--- config.mk ---
export PLATFORM = sky130hd
export DESIGN_NAME = multiport_register_file
export DESIGN_NICKNAME = d
export VERILOG_FILES = /design/src/rtl/multiport_register_file.sv
export SDC_FILE = /design/constraint.sdc
export NUM_CORES = 2
export LEC_CHECK = 0
export BUFFER_PORTS_ARGS = -buffer_cell sky130_fd_sc_hd__buf_2
export CAP_MARGIN = 20
export CORE_AREA = 5 5 438 440
export DETAILED_ROUTE_END_ITERATION = 12
export DIE_AREA = 0 0 443 445
export PLACE_DENSITY = 0.49
export SETUP_SLACK_MARGIN = 0.1
export SYNTH_ARGS = -nofsm -noshare
export SYNTH_HDL_FRONTEND = slang
export SYNTH_SLANG_ARGS = --single-unit
--- constraint.sdc ---
create_clock -name clk -period 3.03 [get_ports clk]
set_input_delay 0.303 -clock clk [delete_from_list [all_inputs] [get_ports clk]]
set_output_delay 0.303 -clock clk [all_outputs]
set_load 0.005 [all_outputs]
--- src/rtl/multiport_register_file.sv ---
// Multi-read-port register file with a per-register busy scoreboard and a flattened contents view.
// Define RF_BYPASS_EN to forward same-edge write data to matching read ports.
module multiport_register_file #(
  parameter int DATA_W   = 32,
  parameter int ADDR_W   = 5,
  parameter int NUM_READ = 2
) (
  input  logic                         clk,
  input  logic                         reset,
  input  logic [NUM_READ*ADDR_W-1:0]   address_r_in,
  output logic [NUM_READ*DATA_W-1:0]   reg_r_out,
  output logic [NUM_READ-1:0]          busy_r_out,
  input  logic [ADDR_W-1:0]            address_c_in,
  input  logic [DATA_W-1:0]            data_in,
  input  logic                         rf_write_in,
  input  logic                         issue_in,
  input  logic [ADDR_W-1:0]            address_issue_in,
  output logic [(2**ADDR_W)*DATA_W-1:0] rf_list_out
);

  localparam int DEPTH = 2**ADDR_W;

  logic [DATA_W-1:0]          regs_q [DEPTH];
  logic [DATA_W-1:0]          regs_d [DEPTH];
  logic [DEPTH-1:0]           busy_q, busy_d;
  logic [NUM_READ*DATA_W-1:0] rdata_q, rdata_d;
  logic [NUM_READ-1:0]        rbusy_q, rbusy_d;
  logic [ADDR_W-1:0]          raddr;
  logic                       wr_ok;

  assign wr_ok = rf_write_in && (address_c_in != '0);

  // Issue is applied after the write-clear so a same-address issue leaves the bit set.
  always_comb begin
    regs_d = regs_q;
    busy_d = busy_q;
    if (wr_ok) begin
      regs_d[address_c_in] = data_in;
    end
    if (rf_write_in) begin
      busy_d[address_c_in] = 1'b0;
    end
    if (issue_in) begin
      busy_d[address_issue_in] = 1'b1;
    end
    regs_d[0] = '0;
    busy_d[0] = 1'b0;
  end

  // Read data comes from pre-edge contents; busy reports the post-edge scoreboard.
  always_comb begin
    rdata_d = '0;
    rbusy_d = '0;
    raddr   = '0;
    for (int k = 0; k < NUM_READ; k++) begin
      raddr = address_r_in[k*ADDR_W +: ADDR_W];
      rdata_d[k*DATA_W +: DATA_W] = regs_q[raddr];
`ifdef RF_BYPASS_EN
      if (wr_ok && (raddr == address_c_in)) begin
        rdata_d[k*DATA_W +: DATA_W] = data_in;
      end
`endif
      rbusy_d[k] = busy_d[raddr];
    end
  end

  always_ff @(posedge clk) begin
    if (reset) begin
      for (int i = 0; i < DEPTH; i++) begin
        regs_q[i] <= '0;
      end
      busy_q  <= '0;
      rdata_q <= '0;
      rbusy_q <= '0;
    end else begin
      for (int i = 0; i < DEPTH; i++) begin
        regs_q[i] <= regs_d[i];
      end
      busy_q  <= busy_d;
      rdata_q <= rdata_d;
      rbusy_q <= rbusy_d;
    end
  end

  assign reg_r_out  = rdata_q;
  assign busy_r_out = rbusy_q;

  generate
    for (genvar gi = 0; gi < DEPTH; gi++) begin : g_list
      assign rf_list_out[gi*DATA_W +: DATA_W] = regs_q[gi];
    end
  endgenerate

endmodule

# --- Yosys cells after proc, flatten, opt, wreduce, memory -nomap -nowiden ---
# Cells that the tools add are included.
totals:
  regBits: 1122
  latchBits: 0
  mem_bits_rw: 0
  rom_bits: 0
  in_bits: 56
  wordCells: 76
  mem_count: 0
classes:
  add_sub_neg: 0
  mul: 0
  div_mod_pow: 0
  magnitude_cmp: 10
  eq_ne: 0
  shifts: 0
  n_mux: 19
  n_bitwise: 6
  n_reduce_logical: 5
ops:
  columns: ["operator", "count"]
  rows:
  - ["1024-bit bitwise mux", 1]
  - ["32-bit binary-select mux with 5-bit select", 2]
  - ["32-bit 2-to-1 mux", 7]
  - ["32-bit demux with 5-bit select", 1]
  - ["32-bit bitwise AND", 1]
  - ["32-bit NOT", 1]
  - ["32-bit OR", 1]
  - ["5-bit by 6-bit less-than comparator with 1-bit output, second input constant", 4]
  - ["6-bit greater-or-equal comparator, second input constant", 3]
  - ["5-bit NOT with 6-bit output", 3]
  - ["1-bit binary-select mux with 5-bit select", 2]
  - ["1-bit demux with 5-bit select", 2]
  - ["5-bit by 1-bit greater-or-equal comparator with 1-bit output, second input constant", 2]
  - ["6-bit by 1-bit less-than comparator with 1-bit output, second input constant", 1]
  - ["5-bit nonzero test", 1]
  - ["1-bit logical AND", 4]
  - ["1-bit 2-to-1 mux", 4]

# --- Logic depth before layout (Yosys ltp) ---
depth:
  word_depth: 11
  depth_mapped: 11
  mapped_depth_nobuf: 7

# --- Worst setup path before layout ---
# Ideal clock, no wire load.
synth_timing:
  path_kind: "input-to-reg"
  from: "input address_r_in[5]"
  to: "register rdata_q[40] (netlist: reg_r_out[40])"
  setup_ns: 0.132
  arrival_time_ns: 2.102
  slack_ns: 0.797
  stages: 7
  path_cell_list: "buf_2 -> clkbuf_1 -> buf_2 -> mux4_2 -> mux4_2 -> nor2_1 -> nor3_1"
synth_via:
  elab_chain_cells: 4
synth_rtl:
  columns: ["element", "line", "source"]
  rows:
  - ["from (decl)", "10", "input logic [NUM_READ*ADDR_W-1:0] address_r_in,"]
  - ["5-bit NOT with 6-bit output (implied by the code)", "57", "rdata_d[k*DATA_W +: DATA_W] = regs_q[raddr];"]
  - ["32-bit binary-select mux with 5-bit select", "57", null]
  - ["32-bit 2-to-1 mux (implied by the code) (2 in series)", "57", null]
  - ["to (signal assigned)", "80", "rdata_q <= rdata_d;"]
  - ["to (decl)", "26", "logic [NUM_READ*DATA_W-1:0] rdata_q, rdata_d;"]
# No other way between the ends. The select of a mux whose other input is x is not followed.
# A chain may end at the register's enable or synchronous reset.

# --- Final worst setup path ---
layout_timing:
  from: "input address_r_in[5]"
  to: "register rdata_q[42] (netlist: reg_r_out[42])"
# Same word-level chain as after synthesis.

==> flow_summary.ini <==
[floorplanning]
die_x_um = 443
initial_core_util = 0.286
die_area_mm2 = 0.197
rows = 159
ios = 1146
die_h_um = 445
core_mm2 = 0.187

[worst_setup_path]
worst_path_largest_cell_delay_ns = 0.58
critPathTopFamily = multiplexers
worst_setup_path_end_kind = register
r2r_start = rf_list_out[746]
path_cells = buf_8 -> buf_12 -> mux4_2 -> mux4_2 -> nor2_1 -> nor3_1
crit_top_cell = mux4_2
crit_arrival_ns = 2.94
ff2ff_path_depth = 4
slowest_stage = mux4_2
rrSetupSlack_ns = 0.84
cp_num_buf_inv = 2
cp-start-kind = primary input
critPathRequiredTime_ns = 3.68
crit_fanout = 44
path_class = in -> reg
r2r_end = reg_r_out[42]

[clocking]
cts.sinks = 1089
numCtsBuffers = 137
clk_path_buf_depth = 3
htreeDepth = 4
clk-insertion-delay-late_ns = 0.82
clkTransAtPathRegs_ns = 0.06
cts_root_buffer = clkbuf_16
cts_resized = 0
cts_tree = done

[logic_synthesis]
synth_compound_area_frac = 0.114
yosys.area_share.simple = 0.167
yosysTopAreaCell = dfxtp_1
yosys.area_share.adder = 0
avgSynthCellArea_um2 = 9.18
synthTopCellsByCount = nand2_1, dfxtp_1, a21oi_1, mux4_2, clkbuf_1
synth-edff-count = 0
synth_most_common_cell = nand2_1
syn_area_mm2 = 0.0535
ys_seq_area_frac = 0.408
synthDistinctLibCells = 58
synth_area_leaders = dfxtp_1, mux4_2, nand2_1
synth_top_family_by_area = multiplexers
ys_ff_latch = 1089
ys.flop_type = dfxtp_1
synth_top_area_share = 0.408
synth_cells = 5823
postSynth.asyncResetShare = 0
yosys_warnings = 0
synth_mux_area_frac = 0.263
synth_xor_area_frac = 0

[placed_design]
postPlaceCellArea_mm2 = 0.0624
dpl.cell_count = 9055
gp_congestion = 0.940
dp_hpwl_um = 238000
io_buffers = 1113

[global_routing]
grt_busiest_layer = met2
grt_use_met3 = 0.0758
met2_usage = 0.519
grt_pass1_vias = 49900
use_met1 = 0.372
grt_overflow_total = 0
grt_pass1_wl_um = 447000
grtUsageTotal = 0.323
grt_max_degree = 195
antenna_found_initial = 27

[power]
p_per_area_mw_per_mm2 = 515
leakage_nw = 25.7
design_power_total_mw = 34.6
vdd_drop_max_uv = 406

[final_layout]
fillers = 19000
layout.nets = 6757
area_growth_pct = 25.7
postLayoutCellArea_mm2 = 0.0672
stdcell_count = 9327
drive_above_1_share = 0.332

[routing]
first_pass_iters = 8
wire_per_inst_um = 35.8
via_per_inst = 5.79
drc = 0
vias = 54000
dr.first_iter.drc_count = 7186
drtAntennaViolNets = 0
route.final.wire_length_um = 334000

[worst_hold_path]
min_delay_path_depth = 3
hold_path_end = rf_list_out[501]
hold_start = data_in[21]
hold_path_class = in -> reg

[timing]
skew_ns = 0.0321
drv_slew = 0
whs_ns = 0.0763
setup_viol = 0
hold_violations = 0
finalCriticalPeriod_ns = 2.29
fin_crit_sh = 0.755
rsz0062_at_grt = false
relSlewSlack = 0.252
timing.fmax_mhz = 437
worstMarginPinSlew_ns = 1.12

[status]
status = finished clean

[run]
maxCapViolCount = 0
[sequential cells by signal, indices dropped and copies added, names as in the netlist]
signal / count
rf_list_out: 992
reg_r_out: 64
busy_r_out: 2
busy_q: 31
[cell families (layout without fill, tap and decap cells)]
group                  count (synthesis)  count (layout)
muxes                                676             676
other                                  1              58
DFF                                 1089            1089
AOI/OAI and AO/OA                   1130            1130
and+or+nand+nor                     2301            2301
buffers and inverters                626            1578
[worst max-delay path by stage]
stage | depth (start not counted) | slack (ns) | end | from
2_1_floorplan | 7 | 0.80 | reg_r_out[40] | address_r_in[5]
5_1_grt | 6 | 0.70 | reg_r_out[42] | address_r_in[5]
4_1_cts | 6 | 0.82 | reg_r_out[42] | address_r_in[5]
6_report | 6 | 0.74 | reg_r_out[42] | address_r_in[5]
3_5_place_dp | 6 | -0.05 | reg_r_out[42] | address_r_in[5]
3_3_place_gp | 6 | -0.1 | reg_r_out[42] | address_r_in[5]
[layer usage]
layer | part of all wire | wire [um] | vias to the layer above
li1 | - | - | 22100
met1 | 0.35 | 115000 | 27300
met2 | 0.46 | 154000 | 3705
met3 | 0.096 | 31900 | 870
met4 | 0.096 | 32000 | 6
met5 | 0.00010 | 34 | -
[cell usage in the layout, fill, tap and decap left out, types with 6 or more instances in the layout]
master	Yosys	layout
clkbuf_8	0	35
buf_4	33	155
nor2_1	162	130
mux4_2	577	577
clkbuf_1	474	24
nand3_1	7	7
a22o_1	71	71
dfxtp_1	1089	1089
nor3_1	35	35
a22oi_1	15	15
a21oi_1	1003	1003
buf_2	86	1104
nand2b_1	6	6
clkbuf_16	0	140
diode_2	0	26
clkinv_2	0	16
bufinv_16	0	9
conb_1	1	32
buf_12	0	59
nand2_1	2034	2008
nor2_4	0	32
clkinv_8	0	7
nand2_2	1	27
and2_1	12	12
mux2i_1	35	35
mux2_2	64	64
[worst min-delay path: stages]
cell	delay, ns
buf_2	0.33
nand2_1	0.15
a21oi_1	0.06
[area by class of cell]
class | count | area, um2 | share of cell area
antenna | 26 | 65.1 | 0.000968
tap | 2495 | 3120 | 0.0465
clock buffer | 199 | 4080 | 0.0606
sequential | 1089 | 21800 | 0.324
timing repair buffer | 1328 | 8000 | 0.119
inverter | 6 | 27.5 | 0.000410
clock inverter | 45 | 607 | 0.00903
multi-input combinational | 4139 | 29500 | 0.439
[metrics by stage]
step            util  setup TNS, ns  setup slack, ns
2_1_floorplan      -              0            0.797
3_5_place_dp   0.334        -0.0489          -0.0489
3_3_place_gp   0.334        -0.0988          -0.0988
5_1_grt        0.359              0            0.702
6_report       0.359              0            0.741
4_1_cts        0.359              0            0.824
[where the power goes]
group,total [mW],leakage (nW),switching [mW],internal (mW)
clock,17.3,2.30,7.15,10.2
combinational,2.72,14.7,1.87,0.857
sequential,14.6,8.78,0.176,14.4
total,34.6,25.7,9.19,25.5
[what timing repair did]
item | 4_1_cts | 5_1_grt
buffers inserted | 0 | 0
hold buffers | 2 | 0
endpoints found under the hold margin | 40 | 0
Power figures use the tool's default switching activity.
